**config.mk**
```make
export PLATFORM = sky130hd
export DESIGN_NAME = ad_long_seq
export DESIGN_NICKNAME = d
export VERILOG_FILES = /design/src/rtl/kl10_pkg.sv /design/src/rtl/ad_long_seq.sv
export SDC_FILE = /design/constraint.sdc
export NUM_CORES = 1
export LEC_CHECK = 0
export ABC_AREA = 0
export CAP_MARGIN = 10
export CORE_MARGIN = 5
export CORE_UTILIZATION = 42
export CTS_CLUSTER_DIAMETER = 50
export DETAILED_ROUTE_END_ITERATION = 8
export PLACE_DENSITY = 0.77
export SLEW_MARGIN = 0
export SYNTH_ARGS = -nofsm -noshare
export SYNTH_HDL_FRONTEND = slang
export SYNTH_SLANG_ARGS = --single-unit
```
**constraint.sdc**
```tcl
create_clock -name clk -period 8 [get_ports clk]
set_clock_uncertainty 0.05 [all_clocks]
set_input_delay 2.4 -clock clk [delete_from_list [all_inputs] [get_ports clk]]
set_output_delay 2.4 -clock clk [all_outputs]
set_load 0.03 [all_outputs]
```
**src/rtl/kl10_pkg.sv**
```systemverilog
// Shared KL10 datapath definitions: AD word width, double-word width and the
// long-add sequencer state encoding.
package kl10_pkg;

    localparam int AD_W  = 36;
    localparam int AD_DW = 2 * AD_W;

    typedef enum logic [1:0] {
        IDLE = 2'd0,
        LO   = 2'd1,
        HI   = 2'd2,
        DONE = 2'd3
    } ad_long_state_t;

endpackage

```
**src/rtl/ad_long_seq.sv**
```systemverilog
// ad_long_seq: runs a 72-bit add/subtract through the shared 36-bit AD in two
// passes (low word, then high word), chaining the low carry-out into the high
// carry-in. The adder itself lives in EDP; this block only drives its operand
// selects and carry-in and captures its sum/carry.
// Bits are numbered [0:W-1] with bit 0 the MSB/sign, matching EDP.
// Optional build macro AD_LONG_FLAGS_EN adds registered cry0/cry1/ovf outputs.
//
// Handshake: start is sampled only in IDLE; there is no ready, a start seen
// outside IDLE is dropped. done pulses for one cycle when result_hi/result_lo
// are valid; flush aborts without done and leaves the result registers alone.
import kl10_pkg::*;

module ad_long_seq #(
    parameter int W = AD_W
) (
    input  logic         clk,
    input  logic         reset,
    input  logic         start,
    input  logic         sub,
    input  logic         cin_inh,
    input  logic         flush,
    input  logic [0:W-1] a_hi,
    input  logic [0:W-1] a_lo,
    input  logic [0:W-1] b_hi,
    input  logic [0:W-1] b_lo,
    input  logic [0:W-1] ad_sum,
    input  logic         ad_cout,
    output logic [0:W-1] ad_a,
    output logic [0:W-1] ad_b,
    output logic         ad_cin,
    output logic         adlong,
    output logic         busy,
    output logic         done,
    output logic [0:W-1] result_hi,
    output logic [0:W-1] result_lo,
    output logic [1:0]   state_dbg
`ifdef AD_LONG_FLAGS_EN
    ,
    output logic         cry0,
    output logic         cry1,
    output logic         ovf
`endif
);

    ad_long_state_t state;

    logic [0:W-1] a_hi_q, a_lo_q, b_hi_q, b_lo_q;
    logic         sub_q;
    logic         cin_inh_q;
    logic         cry_q;

    assign state_dbg = state;

    // AD operand/carry selects decoded from the registered state and operands.
    // Subtract feeds the inverted B word; the low pass injects the +1 unless
    // the PI-cycle inhibit is set, which leaves a one's-complement difference.
    always_comb begin
        ad_a   = '0;
        ad_b   = '0;
        ad_cin = 1'b0;
        case (state)
            LO: begin
                ad_a   = a_lo_q;
                ad_b   = b_lo_q ^ {W{sub_q}};
                ad_cin = sub_q & ~cin_inh_q;
            end
            HI: begin
                ad_a   = a_hi_q;
                ad_b   = b_hi_q ^ {W{sub_q}};
                ad_cin = cry_q;
            end
            default: ;
        endcase
    end

    // Sequencer FSM: operand latch, two AD passes, result capture and status.
    always_ff @(posedge clk or posedge reset) begin
        if (reset) begin
            state     <= IDLE;
            a_hi_q    <= '0;
            a_lo_q    <= '0;
            b_hi_q    <= '0;
            b_lo_q    <= '0;
            sub_q     <= 1'b0;
            cin_inh_q <= 1'b0;
            cry_q     <= 1'b0;
            adlong    <= 1'b0;
            busy      <= 1'b0;
            done      <= 1'b0;
            result_hi <= '0;
            result_lo <= '0;
`ifdef AD_LONG_FLAGS_EN
            cry0      <= 1'b0;
            cry1      <= 1'b0;
            ovf       <= 1'b0;
`endif
        end else begin
            done <= 1'b0;
            if (flush) begin
                state  <= IDLE;
                adlong <= 1'b0;
                busy   <= 1'b0;
            end else begin
                case (state)
                    IDLE: begin
                        if (start) begin
                            a_hi_q    <= a_hi;
                            a_lo_q    <= a_lo;
                            b_hi_q    <= b_hi;
                            b_lo_q    <= b_lo;
                            sub_q     <= sub;
                            cin_inh_q <= cin_inh;
                            adlong    <= 1'b1;
                            busy      <= 1'b1;
                            state     <= LO;
`ifdef AD_LONG_FLAGS_EN
                            cry0      <= 1'b0;
                            cry1      <= 1'b0;
                            ovf       <= 1'b0;
`endif
                        end
                    end
                    LO: begin
                        result_lo <= ad_sum;
                        cry_q     <= ad_cout;
                        state     <= HI;
                    end
                    HI: begin
                        result_hi <= ad_sum;
                        adlong    <= 1'b0;
                        done      <= 1'b1;
                        state     <= DONE;
`ifdef AD_LONG_FLAGS_EN
                        // Carry into bit 0 is recovered from the sign-bit sum.
                        cry0      <= ad_cout;
                        cry1      <= ad_sum[0] ^ ad_a[0] ^ ad_b[0];
                        ovf       <= ad_cout ^ (ad_sum[0] ^ ad_a[0] ^ ad_b[0]);
`endif
                    end
                    DONE: begin
                        busy  <= 1'b0;
                        state <= IDLE;
                    end
                    default: state <= IDLE;
                endcase
            end
        end
    end

endmodule

```
---- After elaboration in Yosys (flattened, before gate mapping) ----
Index checks and enable logic that the tools add are counted.
storage, ports and cells
  register bits ........................... 224
  input bits .............................. 187
  output and inout port bits .............. 150
  logic and storage cells ................. 43
operators by class
  equal/unequal tests ..................... 4
  multiplexer cells ....................... 13
  bitwise logic cells ..................... 5
  reduce and logical (&&, ||, !) cells .... 8
operators with widths
  cell                count
  $pmux 36 s2         2
  $xor 36x36->36      2
  $pmux 2 s4          1
  $reduce_and 2->1    4
  $pmux 1 s2          3
  $reduce_bool 3->1   2
  $mux 1              5
  $eq 2x2->1 const B  2
  $mux 2              2
  $ne 3x3->1 const B  1
  $reduce_and 3->1    1
  $eq 2x1->1 const B  1
  $logic_not 2->1     1
  $not 1->1           2
  $and 1x1->1         1

---- Logic depth before layout (Yosys ltp) ----
Gate-level depths: netlist of run 1.
  depth in word-level cells ............... 3
  gate-level depth with buffers ........... 7
  depth with buffers taken out ............ 5

---- Worst setup path after synthesis of run 1 ----
Ideal clock, no wire load.
  path kind ............................... register to output
  start ................................... register state[0] (netlist: state_dbg[0])
  end ..................................... output port ad_b[10] (netlist bit)
  arrival ................................. 2.095 ns
  required time ........................... 5.550 ns
  slack ................................... 3.455 ns
  cell stages (with the launch flop) ...... 7
  path buffers ............................ 2
  cell sequence ........................... dfrtp_1 -> inv_1 -> ha_1 -> buf_2 -> buf_2 -> mux2i_1 -> o21ai_0
between the ends
  word-level cells in the longest chain between the ends .. 2
  elaborated cells between the ends (all ways) .. 3
  classes of those cells .................. eq/ne: 2; mux: 1
RTL lines
  element                                          RTL line            RTL
  start: declaration                               ad_long_seq.sv:45   ad_long_state_t state;
  start signal: assignment                         ad_long_seq.sv:79   state <= IDLE;
  start signal: assignment                         ad_long_seq.sv:100  state <= IDLE;
  start signal: assignment                         ad_long_seq.sv:115  state <= LO;
  $eq 2x2->1 / $eq 2x1->1 (equally long branches)  ad_long_seq.sv:61   case (state)
  $pmux 36 s2 (*)                                  ad_long_seq.sv:61
  end: declaration                                 ad_long_seq.sv:29   output logic [0:W-1] ad_b,
Every way passes the cells marked *; elsewhere a longest branch is shown, timed or not.

---- Worst setup path in the final report of run 1 ----
  start ................................... register state[0] (netlist: state_dbg[0])
  end ..................................... output port ad_a[5] (netlist bit)
between the ends
  word-level cells in the longest chain between the ends .. 2
  elaborated cells between the ends (all ways) .. 3
  classes of those cells .................. eq/ne: 2; mux: 1
RTL lines
  element                                          RTL line           RTL
  $eq 2x2->1 / $eq 2x1->1 (equally long branches)  ad_long_seq.sv:61
  $pmux 36 s2 (*)                                  ad_long_seq.sv:61
  end: declaration                                 ad_long_seq.sv:28  output logic [0:W-1] ad_a,
Marks and branches as above.

==> results of run 1 <==
-- path summary, 6_finish.rpt --
check                           slack [ns]  cells past startpoint    startpoint       endpoint
max in group asynchronous             4.78                      3         reset      b_hi_q[0]
worst min register to register        0.45                      1     b_lo_q[4]      b_lo_q[4]
worst min-delay path                  0.45                      1     b_lo_q[4]      b_lo_q[4]
min in group asynchronous             2.42                      3         reset  result_hi[28]
worst max register to register        5.25                      5  state_dbg[1]  result_lo[16]
worst max-delay path                  2.23                      6  state_dbg[0]        ad_a[5]
-- state kept, by name, indices dropped and copies added, names as in the netlist --
| signal | count |
|---|---|
| a_hi_q | 36 |
| a_lo_q | 36 |
| adlong | 1 |
| b_hi_q | 36 |
| b_lo_q | 36 |
| busy | 1 |
| cin_inh_q | 1 |
| cry_q | 1 |
| done | 1 |
| result_hi | 36 |
| result_lo | 36 |
| state_dbg | 2 |
| sub_q | 1 |
-- synthesized netlist by cell type, types with 5 or more instances --
| cell | n |
|---|---|
| a22oi_1 | 36 |
| buf_1 | 10 |
| buf_2 | 13 |
| buf_6 | 16 |
| clkbuf_1 | 12 |
| dfrtp_1 | 224 |
| ha_1 | 5 |
| inv_1 | 5 |
| mux2_2 | 79 |
| mux2_4 | 140 |
| mux2i_1 | 37 |
| nand3_1 | 36 |
| nor2b_1 | 37 |
| o21ai_0 | 37 |
-- worst max-delay path, stage by stage (launching register included) --
cell             delay (ns)
dfrtp_1                0.42
inv_1                  0.16
ha_4                   0.77
buf_4                  0.43
a22oi_1                0.10
nor2b_1                0.16
clkdlybuf4s50_1        0.70
-- layout by cell type, fill, tap and decap left out, types with 2 or more instances in the layout --
master,n
bufinv_16,3
buf_12,2
o21ai_0,37
clkbuf_1,4
inv_8,2
dfrtp_1,224
clkinvlp_4,5
mux2i_1,37
nand2_1,3
nor2b_1,36
nand2b_1,3
mux2_4,140
mux2_2,79
inv_1,4
inv_6,3
clkbuf_16,31
clkinv_4,4
ha_1,3
clkinv_2,2
a22oi_1,36
clkbuf_8,3
clkdlybuf4s50_1,336
nand3_1,36
buf_4,7
nor2_1,3
-- area by class of cell --
cell class                 count  area [µm²]  area share (%)
timing repair buffer         345        3460            23.1
clock inverter                18         214            1.43
tap                          324         405            2.71
inverter                       5        22.5           0.151
multi-input combinational    424        4420            29.5
clock buffer                  38         832            5.56
sequential                   224        5610            37.5
-- stage by stage --
| stage | util, % | worst slack, ns | total power, µW | instances | area, µm² |
|---|---|---|---|---|---|
| after floorplan | - | 2.63 | 4370 | 706 | 10400 |
| after CTS | 61.5 | 2.16 | 7080 | 1378 | 15000 |
| after global routing | 61.5 | 1.98 | 7380 | 1378 | 15000 |
| after global placement | 57.2 | 2.76 | 5600 | 1322 | 13900 |
| after detailed placement | 57.2 | 2.74 | 5670 | 1322 | 13900 |
| final | 61.5 | 2.23 | 7010 | 1378 | 15000 |
-- per-layer routing --
layer	GRT usage [%]	vias up	share of wire (%)
met5	0	-	0.047
met4	5.91	2	3.1
met3	5.36	58	8.5
met2	31.3	281	46
met1	25.0	3417	42
li1	-	3181	-
-- power by group --
part	leakage, µW	switching, µW	internal (µW)
sequential	0.00266	327	1710
clock	0.000501	524	844
combinational	0.00332	1840	1770
total	0.00648	2690	4320
-- cells by family after synthesis --
family | synth area share [%]
AOI/OAI and AO/OA | 4.76
adders and majority gates | 0.604
buffers and inverters | 3.49
DFF | 54.1
muxes | 32.5
and+or+nand+nor | 4.58
==> results by group, run 1 <==
Status
  – Status: completed

Pwr
  – P_leak: 0.00648 µW
  – Max VDD drop: 0.304 mV
  – Cell Pwr Density: 469 nW/µm²

Synth
  – Syn_area_per_cell: 14.7 µm²
  – Synth Warn #: 0
  – Syn Inst Count: 706
  – Synth Cell Area: 10400 µm²
  – Synth top area cells: dfrtp_1 54%, mux2_4 20%, mux2_2 8.6%
  – Ys flop type: dfrtp_1
  – Syn Nets: 898
  – Top cell type by total area after synthesis: dfrtp_1
  – Sequential fraction of the synthesis area: 54.1%
  – Unique masters post-synth: 25
  – Post-synth top area share: 54.1%
  – Number of synthesized flops with an enable pin: 0
  – Ys async rst share: 100%
  – Synth Register Bits: 224

Route
  – DR vias/cell: 5.04
  – Drt drc: 0
  – 1st-iter DRT viols: 392
  – Routed Wire Length: 27700 µm
  – Pre-Repair DR Iteration Count: 4
  – Via count: 6939
  – Routed WL per cell: 20.1 µm
  – Post-route ant nets: 0

Finish
  – Fill cells: 1855
  – Antenna cells: 0
  – Area growth syn-to-layout: 44.3%
  – Share of cells above drive strength 1: 27.1%
  – Fin nets: 1222

Clocking
  – TritonCTS Buffers: 30
  – Sink Count: 224
  – # hold bufs at CTS: 0
  – Post-CTS setup buffer count: 0
  – Resized cells post-CTS: 0
  – Htree depth: 1
  – CTS Root Buffer Type: clkbuf_16
  – Later-pin clock latency in the skew report: 0.54 ns
  – TritonCTS clock tree: yes
  – Clock buffer depth: 3
  – Clk pin slew, worst setup/hold paths: 0.06 ns

Timing
  – Setup_tns: 0 ns
  – Final Max Slew Viols: 0
  – Worst hold slack: 0.452 ns
  – Slew margin rel.: 26.4%
  – RSZ-0062 raised after global routing: no
  – Final hold violations: 0
  – Actual slew at the worst max-slew pin: 1.10 ns
  – Fmax: 173 MHz
  – Fin crit share: 72.2%
  – Final setup violation count: 0
  – Post-layout min period: 5.77 ns

Hold path
  – Hold Path Class: reg -> reg

Placement
  – HPWL after DPL: 18600 µm
  – GP Congestion: 0.814
  – IO buf count: 336

Worst setup path
  – Kind of critical path: reg -> out
  – WP data required: 5.55 ns
  – CP arrival: 3.32 ns
  – Startpoint class of the critical path: flip-flop
  – Critical-path maximum fanout: 54
  – CP Capture Type: output pin

Floorplan
  – Die extent in y: 167 µm
  – Die width: 167 µm
  – Placement Rows: 57
  – Die area: 27900 µm²
  – Io pins: 337
  – Initial Util: 42.6%
  – Core ar.: 24300 µm²

GRT
  – Number of global-route vias before repair: 7647
  – Initial antenna violation count: 1
  – Overall routing resource usage: 19.2%
  – First-pass GRT wire length: 43600 µm
  – Largest net degree at the start of global routing: 167
  – Global route overflow: 0

Run
  – Max_cap viols: 0
Note: power is estimated with default switching activity, not from simulation.
==> run 2: changes to the inputs <==
Clock period 8 ns to 4.8 ns, I/O delays scaled along.
==> run 2 against run 1 <==
  * Worst setup slack got worse by 2.0 ns
  * Worst hold slack got worse by 0.0010 ns
  * Sequential cell count is the same
  * Largest cell class unchanged
  * Highest routed layer is now met4
==> results by group, run 2 (same netlist as run 1, synthesis figures left out) <==
Status
  – Status: completed

Route
  – Post-route ant nets: 0 (unchanged)
  – Pre-Repair DR Iteration Count: 4 (unchanged)
  – Drt drc: 0 (unchanged)
  – Routed Wire Length: 27300 µm (-1.4%)
  – DR vias/cell: 5.01 (-0.53%)
  – 1st-iter DRT viols: 266 (-32%)
  – Routed WL per cell: 19.8 µm (-1.5%)
  – Via count: 6907 (-0.46%)

Pwr
  – Total power: 11400 µW (+63%)
  – P_leak: 0.00647 µW (about the same)
  – Cell Pwr Density: 767 nW/µm² (+64%)
  – Max VDD drop: 0.487 mV (+60%)

Clocking
  – Clock buffer depth: 3 (unchanged)
  – Clk pin slew, worst setup/hold paths: 0.06 ns (about the same)
  – TritonCTS Buffers: 27 (-10%)
  – Post-CTS setup buffer count: 0 (unchanged)
  – Later-pin clock latency in the skew report: 0.51 ns (-0.03 ns)
  – Sink Count: 224 (unchanged)
  – # hold bufs at CTS: 0 (unchanged)
  – Htree depth: 1 (unchanged)
  – TritonCTS clock tree: yes
  – Resized cells post-CTS: 0 (unchanged)
  – CTS Root Buffer Type: clkbuf_16

Placement
  – HPWL after DPL: 19300 µm (+3.7%)
  – GP Congestion: 0.827 (+1.6%)
  – IO buf count: 336 (unchanged)
  – DP Worst Slack: 0.702 ns (-2.04 ns)
  – DP Area: 14000 µm² (+0.95%)

Timing
  – Fin worst setup slack: 0.187 ns (-2.04 ns)
  – Final hold violations: 0 (unchanged)
  – Post-layout min period: 4.61 ns
  – Fmax: 217 MHz
  – Fin crit share: 96.1%
  – Setup_tns: 0 ns (unchanged)
  – RSZ-0062 raised after global routing: no
  – Actual slew at the worst max-slew pin: 0.993 ns (-0.109 ns)
  – Slew margin rel.: 33.8% (+7.4 points)
  – Final setup violation count: 0 (unchanged)
  – Final Max Slew Viols: 0 (unchanged)

Run
  – Max_cap viols: 0 (unchanged)

GRT
  – First-pass GRT wire length: 42700 µm (-2.1%)
  – Number of global-route vias before repair: 7540 (-1.4%)
  – Overall routing resource usage: 18.8% (-0.38 points)
  – Initial antenna violation count: 1 (unchanged)
  – Largest net degree at the start of global routing: 184 (+10%)
  – Global route overflow: 0 (unchanged)

Worst setup path
  – Largest stage delay on the critical path: 0.71 ns (-0.06 ns)
  – Startpoint class of the critical path: flip-flop
  – WP data required: 3.31 ns (-2.24 ns)
  – CP Capture Type: output pin
  – Worst path bufs/invs: 3 (unchanged)
  – CP delay by family, top: buffers and inverters
  – Critical Path, Cell by Cell: inv_1, ha_4, buf_12, mux2i_1, nand3_1, o21ai_0, clkdlybuf4s50_1
  – CP arrival: 3.12 ns (-0.20 ns)
  – Critical-path maximum fanout: 28 (-48%)
  – FF-to-FF Start: state_dbg[1]
  – Kind of critical path: reg -> out
  – Critical path origin: state_dbg[0]
  – CP max stage cell: clkdlybuf4s50_1

Finish
  – Fin area: 14900 µm² (-0.30%)
  – Commonest non-fill, non-tap cell in the layout: clkdlybuf4s50_1
  – Fill cells: 1886 (+1.7%)
  – Share of cells above drive strength 1: 27.2% (+0.095 points)
  – Fin nets: 1229 (+0.57%)
  – Area growth syn-to-layout: 43.9%
  – Fin util: 61.3% (-0.19 points)
  – Commonest non-fill, non-tap cells in the layout: 334 x clkdlybuf4s50_1, 224 x dfrtp_1, 140 x mux2_4

Floorplan
  – Die extent in y: 167 µm (unchanged)
  – Io pins: 337 (unchanged)
  – Initial Util: 42.6% (unchanged)
  – Core ar.: 24300 µm² (unchanged)
  – Placement Rows: 57 (unchanged)
  – Die area: 27900 µm² (unchanged)
  – Die width: 167 µm (unchanged)

Hold path
  – Hold path startpoint: b_lo_q[5]
  – Hold Path Class: reg -> reg
-- run 2: cell count changes in the layout (fill, tap and decap cells not counted) --
| cell | previous run | this run |
|---|---|---|
| buf_4 | 7 | 14 |
| clkdlybuf4s50_1 | 336 | 334 |
| clkinvlp_4 | 5 | 2 |
| diode_2 | 0 | 1 |
| clkbuf_1 | 4 | 5 |
| buf_12 | 2 | 7 |
| clkbuf_8 | 3 | 6 |
| clkbuf_16 | 31 | 27 |
| inv_8 | 2 | 1 |
| clkinv_4 | 4 | 2 |
| bufinv_16 | 3 | 1 |
| clkinv_2 | 2 | 1 |
| inv_6 | 3 | 2 |
-- run 2: per-stage QoR --
step | std cells | hold WS (ns)
after global routing | 1379 | 0.463
after detailed placement | 1332 | 0.442
final | 1379 | 0.451
after CTS | 1378 | 0.454
after floorplan | 706 | 0.426
after global placement | 1332 | 0.436
-- run 2: final timing paths --
kind	end	slack, ns	cells past startpoint
setup / recovery	ad_b[3]	0.19	7
hold / removal	b_lo_q[5]	0.45	1
setup reg to reg	result_lo[19]	2.13	6
hold reg to reg	b_lo_q[5]	0.45	1
max in group asynchronous	b_lo_q[9]	2.45	3
min in group asynchronous	result_hi[26]	1.41	3
-- run 2: power breakdown --
part | internal, µW | switching [µW] | leakage [µW] | total (µW)
sequential | 2860 | 556 | 0.00266 | 3410
clock | 1180 | 777 | 0.000423 | 1960
combinational | 3010 | 3050 | 0.00339 | 6060
-- run 2: final cells by class --
type	instances	area, µm²	share of cell area (%)
tap	324	405	2.72
antenna	1	2.50	0.0168
clock inverter	8	88.8	0.596
sequential	224	5610	37.6
inverter	5	22.5	0.151
multi-input combinational	424	4420	29.6
clock buffer	38	777	5.21
timing repair buffer	355	3590	24.1
-- run 2: per-layer routing --
metal / track usage, % / wire length (µm)
met2: 31.7 / 13100
met4: 5.55 / 809
met1: 24.1 / 11400
met5: 0 / 0
met3: 4.76 / 1990
==> run 3: changes to the inputs <==
Settings changed: ABC_CLOCK_PERIOD_IN_PS from default to 4800.
==> results of run 3 <==
Final layout, timing and power as in run 2 (identical DEF).
